[src/rtl/commit_trace_tx.sv]
// -----------------------------------------------------------------------------
// commit_trace_tx
// Transmit side of the retirement-trace path. Every retiring instruction is
// classified (HALT / LOAD / REG / STORE / NOP), stamped with the running
// instruction number and pushed into a small record FIFO. A serializer pops
// records and streams them as 2..4 16-bit words on a valid/ready interface:
//    NOP  : hdr, pc
//    REG  : hdr, pc, wdata
//    LOAD : hdr, pc, wdata, addr
//    STORE: hdr, pc, addr, mdata
//    HALT : hdr, pc, inum[15:0]
// Header word = {type[3:0], reg[3:0], inum[7:0]}.
//
// Ports
//    clk, rst_n        clock, synchronous active-low reset
//    commit_*          retirement event from the writeback boundary
//    commit_stall      record FIFO full; the pipeline must hold its commit
//    tx_valid/tx_data  record word stream, held stable until tx_ready
//    tx_ready          sink accepts the current word
//    overflow          sticky: a commit arrived while the FIFO was full
//    done              the HALT record has been completely sent
// -----------------------------------------------------------------------------
module commit_trace_tx #(
   parameter int DEPTH = 4,
   parameter int CNT_W = 16
) (
   input  logic        clk,
   input  logic        rst_n,
   input  logic        commit_valid,
   input  logic [15:0] commit_pc,
   input  logic        commit_regwrite,
   input  logic [3:0]  commit_reg,
   input  logic [15:0] commit_wdata,
   input  logic        commit_memread,
   input  logic        commit_memwrite,
   input  logic [15:0] commit_addr,
   input  logic [15:0] commit_mdata,
   input  logic        commit_halt,
   output logic        commit_stall,
   output logic        tx_valid,
   output logic [15:0] tx_data,
   input  logic        tx_ready,
   output logic        overflow,
   output logic        done
);

   localparam int PTR_W = $clog2(DEPTH);
   localparam logic [PTR_W:0] FULL_CNT = (PTR_W+1)'(DEPTH);

   localparam logic [3:0] T_NOP   = 4'h0;
   localparam logic [3:0] T_REG   = 4'h1;
   localparam logic [3:0] T_LOAD  = 4'h2;
   localparam logic [3:0] T_STORE = 4'h3;
   localparam logic [3:0] T_HALT  = 4'hF;

   typedef enum logic [2:0] {
      S_IDLE = 3'd0,
      S_HDR  = 3'd1,
      S_W1   = 3'd2,
      S_W2   = 3'd3,
      S_W3   = 3'd4,
      S_DONE = 3'd5
   } state_e;

   // A record is stored fully formatted so the serializer only selects words.
   // last = index of the final word (1..3), halt marks the terminating record.
   typedef struct packed {
      logic [15:0] hdr;
      logic [15:0] pc;
      logic [15:0] w2;
      logic [15:0] w3;
      logic [1:0]  last;
      logic        halt;
   } rec_t;

   // word index currently on the bus for a given serializer state
   function automatic logic [1:0] state_idx(input state_e s);
      case (s)
         S_W1:    return 2'd1;
         S_W2:    return 2'd2;
         S_W3:    return 2'd3;
         default: return 2'd0;
      endcase
   endfunction

   function automatic state_e idx_state(input logic [1:0] idx);
      case (idx)
         2'd1:    return S_W1;
         2'd2:    return S_W2;
         2'd3:    return S_W3;
         default: return S_HDR;
      endcase
   endfunction

   function automatic logic [15:0] word_at(input rec_t r, input logic [1:0] idx);
      case (idx)
         2'd1:    return r.pc;
         2'd2:    return r.w2;
         2'd3:    return r.w3;
         default: return r.hdr;
      endcase
   endfunction

   // ---------------------------------------------------------------- state
   rec_t             mem_q [0:DEPTH-1];
   logic [PTR_W-1:0] wr_ptr_q, wr_ptr_d;
   logic [PTR_W-1:0] rd_ptr_q, rd_ptr_d;
   logic [PTR_W:0]   count_q, count_d;
   logic [CNT_W-1:0] cnt_q, cnt_d;
   logic             halt_seen_q, halt_seen_d;
   logic             overflow_q, overflow_d;
   state_e           state_q, state_d;
   rec_t             cur_q, cur_d;
   logic             tx_valid_q, tx_valid_d;
   logic [15:0]      tx_data_q, tx_data_d;
   logic             done_q, done_d;

   logic             full_s;
   logic             empty_s;
   logic             push_s;
   logic             pop_s;
   logic [15:0]      inum16_s;
   rec_t             new_rec_s;
   logic [1:0]       idx_s;

   // Counter value as it appears in the HALT record: zero-extended or truncated
   if (CNT_W >= 16) begin : g_inum_trunc
      assign inum16_s = cnt_q[15:0];
   end else begin : g_inum_ext
      assign inum16_s = {{(16-CNT_W){1'b0}}, cnt_q};
   end

   // Full/empty come from the occupancy register only, so a same-cycle pop
   // never unblocks a push.
   assign full_s  = (count_q == FULL_CNT);
   assign empty_s = (count_q == {(PTR_W+1){1'b0}});
   assign push_s  = commit_valid & ~full_s & ~halt_seen_q;
   assign idx_s   = state_idx(state_q);

   // Classify the retiring instruction and format its record (first match wins)
   always_comb begin
      new_rec_s      = {$bits(rec_t){1'b0}};
      new_rec_s.pc   = commit_pc;
      if (commit_halt) begin
         new_rec_s.hdr  = {T_HALT, 4'h0, inum16_s[7:0]};
         new_rec_s.w2   = inum16_s;
         new_rec_s.last = 2'd2;
         new_rec_s.halt = 1'b1;
      end else if (commit_regwrite & commit_memread) begin
         new_rec_s.hdr  = {T_LOAD, commit_reg, inum16_s[7:0]};
         new_rec_s.w2   = commit_wdata;
         new_rec_s.w3   = commit_addr;
         new_rec_s.last = 2'd3;
      end else if (commit_regwrite) begin
         new_rec_s.hdr  = {T_REG, commit_reg, inum16_s[7:0]};
         new_rec_s.w2   = commit_wdata;
         new_rec_s.last = 2'd2;
      end else if (commit_memwrite) begin
         new_rec_s.hdr  = {T_STORE, 4'h0, inum16_s[7:0]};
         new_rec_s.w2   = commit_addr;
         new_rec_s.w3   = commit_mdata;
         new_rec_s.last = 2'd3;
      end else begin
         new_rec_s.hdr  = {T_NOP, 4'h0, inum16_s[7:0]};
         new_rec_s.last = 2'd1;
      end
   end

   // Serializer next state: load from FIFO head, step words on handshake
   always_comb begin
      state_d    = state_q;
      cur_d      = cur_q;
      tx_valid_d = tx_valid_q;
      tx_data_d  = tx_data_q;
      done_d     = done_q;
      pop_s      = 1'b0;
      case (state_q)
         S_IDLE: begin
            if (!empty_s) begin
               pop_s      = 1'b1;
               cur_d      = mem_q[rd_ptr_q];
               tx_valid_d = 1'b1;
               tx_data_d  = mem_q[rd_ptr_q].hdr;
               state_d    = S_HDR;
            end else begin
               tx_valid_d = 1'b0;
            end
         end
         S_HDR, S_W1, S_W2, S_W3: begin
            if (tx_ready) begin
               if (idx_s == cur_q.last) begin
                  if (cur_q.halt) begin
                     state_d    = S_DONE;
                     tx_valid_d = 1'b0;
                     done_d     = 1'b1;
                  end else if (!empty_s) begin
                     // back-to-back records: next header with no bubble
                     pop_s      = 1'b1;
                     cur_d      = mem_q[rd_ptr_q];
                     tx_valid_d = 1'b1;
                     tx_data_d  = mem_q[rd_ptr_q].hdr;
                     state_d    = S_HDR;
                  end else begin
                     state_d    = S_IDLE;
                     tx_valid_d = 1'b0;
                  end
               end else begin
                  state_d    = idx_state(idx_s + 2'd1);
                  tx_data_d  = word_at(cur_q, idx_s + 2'd1);
                  tx_valid_d = 1'b1;
               end
            end else begin
               // sink stalled: hold the current word
               state_d    = state_q;
               tx_valid_d = tx_valid_q;
            end
         end
         S_DONE: begin
            tx_valid_d = 1'b0;
            done_d     = 1'b1;
         end
         default: begin
            state_d    = S_IDLE;
            tx_valid_d = 1'b0;
         end
      endcase
   end

   // FIFO pointers, occupancy, instruction counter and sticky flags
   always_comb begin
      wr_ptr_d    = wr_ptr_q;
      rd_ptr_d    = rd_ptr_q;
      count_d     = count_q;
      cnt_d       = cnt_q;
      halt_seen_d = halt_seen_q;
      overflow_d  = overflow_q;
      if (push_s) begin
         wr_ptr_d    = wr_ptr_q + PTR_W'(1);
         cnt_d       = cnt_q + CNT_W'(1);
         halt_seen_d = halt_seen_q | commit_halt;
      end else begin
         wr_ptr_d    = wr_ptr_q;
      end
      if (pop_s) begin
         rd_ptr_d = rd_ptr_q + PTR_W'(1);
      end else begin
         rd_ptr_d = rd_ptr_q;
      end
      case ({push_s, pop_s})
         2'b10:   count_d = count_q + (PTR_W+1)'(1);
         2'b01:   count_d = count_q - (PTR_W+1)'(1);
         default: count_d = count_q;
      endcase
      // commits after HALT are ignored silently, not counted as drops
      if (commit_valid & full_s & ~halt_seen_q) begin
         overflow_d = 1'b1;
      end else begin
         overflow_d = overflow_q;
      end
   end

   // Record storage; contents need no reset since occupancy guards reads
   always_ff @(posedge clk) begin
      if (push_s) begin
         mem_q[wr_ptr_q] <= new_rec_s;
      end
   end

   // Control and serializer registers with synchronous reset
   always_ff @(posedge clk) begin
      if (!rst_n) begin
         wr_ptr_q    <= {PTR_W{1'b0}};
         rd_ptr_q    <= {PTR_W{1'b0}};
         count_q     <= {(PTR_W+1){1'b0}};
         cnt_q       <= {CNT_W{1'b0}};
         halt_seen_q <= 1'b0;
         overflow_q  <= 1'b0;
         state_q     <= S_IDLE;
         cur_q       <= {$bits(rec_t){1'b0}};
         tx_valid_q  <= 1'b0;
         tx_data_q   <= 16'h0000;
         done_q      <= 1'b0;
      end else begin
         wr_ptr_q    <= wr_ptr_d;
         rd_ptr_q    <= rd_ptr_d;
         count_q     <= count_d;
         cnt_q       <= cnt_d;
         halt_seen_q <= halt_seen_d;
         overflow_q  <= overflow_d;
         state_q     <= state_d;
         cur_q       <= cur_d;
         tx_valid_q  <= tx_valid_d;
         tx_data_q   <= tx_data_d;
         done_q      <= done_d;
      end
   end

   assign commit_stall = full_s;
   assign tx_valid     = tx_valid_q;
   assign tx_data      = tx_data_q;
   assign overflow     = overflow_q;
   assign done         = done_q;

endmodule
[config.mk]
export PLATFORM = sky130hd
export DESIGN_NAME = commit_trace_tx
export DESIGN_NICKNAME = d
export VERILOG_FILES = /design/src/rtl/commit_trace_tx.sv
export SDC_FILE = /design/constraint.sdc
export NUM_CORES = 1
export LEC_CHECK = 0
export ABC_AREA = 1
export BUFFER_PORTS_ARGS = -buffer_cell sky130_fd_sc_hd__buf_4
export CAP_MARGIN = 20
export CORE_MARGIN = 1.5
export CORE_UTILIZATION = 55
export DETAILED_ROUTE_END_ITERATION = 8
export PLACE_DENSITY = 0.73
export SYNTH_ARGS = -nofsm -noshare
export SYNTH_HDL_FRONTEND = slang
export SYNTH_SLANG_ARGS = --single-unit
[constraint.sdc]
create_clock -name clk -period 7.9 [get_ports clk]
set_input_delay 0.79 -clock clk [delete_from_list [all_inputs] [get_ports clk]]
set_output_delay 0.79 -clock clk [all_outputs]
set_load 0.02 [all_outputs]
==> results.txt <==
----------------------------------------------------
[Synthesis]
  Leading cell type by number of instances after synthesis ... sky130_fd_sc_hd__nor2_1
  Most used flip-flop cell after synthesis ... sky130_fd_sc_hd__edfxtp_1
  Count of flip-flops with a built-in enable after synthesis ... 260
  Cell taking the most area after synthesis ... sky130_fd_sc_hd__edfxtp_1
  Per-instance average area after synthesis ... 9.91 um2
  Synth Cell Area ... 15800 um2
  Most frequent cells after synthesis ... sky130_fd_sc_hd__nor2_1, sky130_fd_sc_hd__nand2_1, sky130_fd_sc_hd__edfxtp_1
  Area contributors post-synth ... sky130_fd_sc_hd__edfxtp_1, sky130_fd_sc_hd__dfxtp_1, sky130_fd_sc_hd__o21ai_0, sky130_fd_sc_hd__nor2_1, sky130_fd_sc_hd__nand2_1
  Post-synthesis sequential area ratio ... 64.0%
  Async set-reset flop share out of synthesis ... 0%
  Post-Synthesis Cells ... 1591
  Count of unique library cells instantiated by Yosys ... 37
  Number of synthesis warnings ... 0
  Synth Net Count ... 1674
  Post-synth top area share ... 49.5%
  Number of flip-flops and latches in the synthesized netlist ... 374

[Floorplan]
  Num ports ... 96
  Core Region ... 28000 um2
  Std cell rows ... 61
  Starting density of the core ... 56.3%
  Chip Height ... 172 um
  Area of the die ... 29700 um2
  Die Width ... 172 um

[Global route]
  Global Route Usage Sum ... 27.0%
  Vias in the first global route ... 10800
  First-pass GRT wire length ... 60300 um
  Initial antenna violation count ... 0
  Total overflow reported by the global router ... 0
  Pin count of the biggest net entering global routing ... 102

[Timing]
  Final setup TNS ... 0 ps
  Final-report max-slew violation count ... 0
  Part of the cycle the worst path needs ... 44.4%
  Clk_skew ... 15.4 ps
  Total count of hold-check failures in the final report ... 0
  Number of endpoints failing setup at the final stage ... 0
  Normalized max-slew margin ... 27.1%
  F_max ... 0.285 GHz
  Crit path time final ... 3510 ps
  Unrepaired setup endpoints after global routing ... false
  Slew at the pin closest to its max-slew limit ... 1090 ps

[Route]
  Drt first pass iters ... 5
  Detailed-route via count ... 11700
  Vias/cell ... 5.71
  Post-route DRC violation count ... 0
  Detailed Route WL ... 39200 um
  Iter 0 DRT Violations ... 1072
  Wire per inst ... 19.1 um
  DRT antenna net count ... 0

[Pwr]
  Pleak ... 6.74 nW
  Final Total Pwr ... 6.57 mW
  VDD IR max ... 0.000201 V
  Power density over cell area ... 366 nW/um2

[Finish]
  Antenna diode count ... 0
  Final core utilization ... 64.0%
  Post-route cell area ... 17900 um2
  Net count reported at finish ... 1724
  Area growth from synthesis to layout ... 13.8%
  Number of standard cells in the layout, taps in and fillers out ... 2049
  Filler instances ... 2233
  Area of the multi-input gates ... 4950 um2
  Storage cell area ... 10100 um2
  Share of cells above drive strength 1 ... 14.3%

[Critical path]
  Element type at the critical path end ... flip-flop
  CP Data Required Time ... 8310 ps
  Startpoint class of the critical path ... flip-flop
  Crit path DAT ... 3920 ps
  Longest individual stage delay on the worst path ... 670 ps
  Cell-by-cell listing of the critical path ... nor2_1 > nand2_1 > nand2_1 > nor3_2 > nand2_4 > nand2_4 > ha_1 > inv_1 > fa_1 > a21oi_1 > o21ai_0 > o21ai_0 > a21oi_1
  Worst Path Class, Setup ... flip-flop to flip-flop
  Peak fanout along the critical path ... 69
  Bufs and invs on worst path ... 1
  Slowest CP cell ... sky130_fd_sc_hd__nand2_1
  Category of cells accounting for the largest share of critical-path delay ... simple AND/OR/NAND/NOR gates

[Hold path]
  Min-Delay Path Class ... flip-flop to flip-flop

[Clock network]
  Maximum level of the CTS H-tree ... 2
  CTS clock-pin slew for the worst setup and hold paths ... 70 ps
  Number of clock sinks ... 374
  Hold bufs inserted after CTS ... 0
  Number of clock buffers inserted by TritonCTS ... 39
  Clock latency of the later-clocked register in the worst-skew pair ... 520 ps
  Number of cells upsized or downsized after cts ... 0
  CTS Root Buffer Type ... sky130_fd_sc_hd__clkbuf_16
  CTS max path bufs ... 3
  CTS tree ... built
  Postcts setup bufs ... 0

[Job]
  Number of maximum-capacitance constraint violations ... 0

[Outcome]
  Outcome ... finished, final reports clean

[Placed design]
  Routability Congestion ... 0.893
  Placed Cells incl. Taps ... 1978
  Number of buffer cells added on primary ports ... 95
  Placed Instance Area ... 16600 um2
  Dpl hpwl ... 24100 um

----------------------------------------------------
metrics by stage:
stage,hold slack (ps),setup WS (ps)
6_report,454,4390
3_3_place_gp,441,4470
4_1_cts,458,4410
5_1_grt,458,4090
3_5_place_dp,451,4430
2_1_floorplan,441,3300
final cells by class:
cell class / instances / share of cell area (%)
clock buffer: 53 / 6.19
clock inverter: 18 / 1.13
inverter: 78 / 1.65
multi-input combinational: 1041 / 27.6
sequential: 374 / 56.3
tap: 378 / 2.64
timing repair buffer: 107 / 4.50
where the power goes:
group          total (mW)  internal (mW)  switching [mW]
Combinational        2.13          0.626            1.50
Sequential           2.59           2.41           0.178
Clock                1.85           1.12           0.732
Total                6.57           4.16            2.41
logic make-up after synthesis:
group	Yosys count	share of synthesized area, %
simple gates	687	18.7
flops	374	64.0
compound gates	345	11.8
buf+inv	176	4.79
fa+ha+maj	7	0.603
xor+xnor	2	0.111
sequential cells by signal, summed over array words and instances, names as in the netlist, named ones only:
register / count
overflow: 1
tx_valid: 1
tx_data: 16
mem_q: 260
done: 1
cnt_q: 16
rd_ptr_q: 2
wr_ptr_q: 2
cur_q: 66
state_q: 3
count_q: 3
halt_seen_q: 1
final timing paths:
| kind | startpoint | endpoint | slack (ps) | depth (start not counted) |
|---|---|---|---|---|
| setup reg to reg | count_q[0]$_SDFFE_PN0P_ | count_q[2]$_SDFFE_PN0P_ | 4390 | 13 |
| setup / recovery | count_q[0]$_SDFFE_PN0P_ | count_q[2]$_SDFFE_PN0P_ | 4390 | 13 |
| hold reg to reg | done$_SDFFE_PN0P_ | done$_SDFFE_PN0P_ | 450 | 2 |
| hold / removal | done$_SDFFE_PN0P_ | done$_SDFFE_PN0P_ | 450 | 2 |
per-layer routing:
layer | share of wire (%) | wire length (um) | up-vias | track usage [%]
li1 | - | - | 5597 | -
met2 | 46 | 18000 | 480 | 42.4
met3 | 7.1 | 2770 | 71 | 3.87
met5 | 0 | 0 | - | 0
met4 | 3.1 | 1220 | 0 | 9.75
met1 | 44 | 17200 | 5547 | 38.6
tightest hold or removal path, cell delays in order, from the launching register on:
cell	delay, ps
sky130_fd_sc_hd__dfxtp_1	310
sky130_fd_sc_hd__inv_1	50
sky130_fd_sc_hd__a21oi_1	50
layout by cell type (no fill, tap or decap), drive strengths merged, types with 3 or more instances in the layout:
cell / instances
nor2: 299
o22ai: 50
nand3: 76
nand4: 21
nand2: 271
clkinvlp: 3
inv: 77
edfxtp: 260
clkinv: 12
nor3: 10
a21oi: 40
o221ai: 14
or2: 9
o21ai: 233
ha: 6
bufinv: 4
clkbuf: 53
buf: 107
o211ai: 4
dfxtp: 114
No activity file was read; power rests on OpenSTA's default activity.
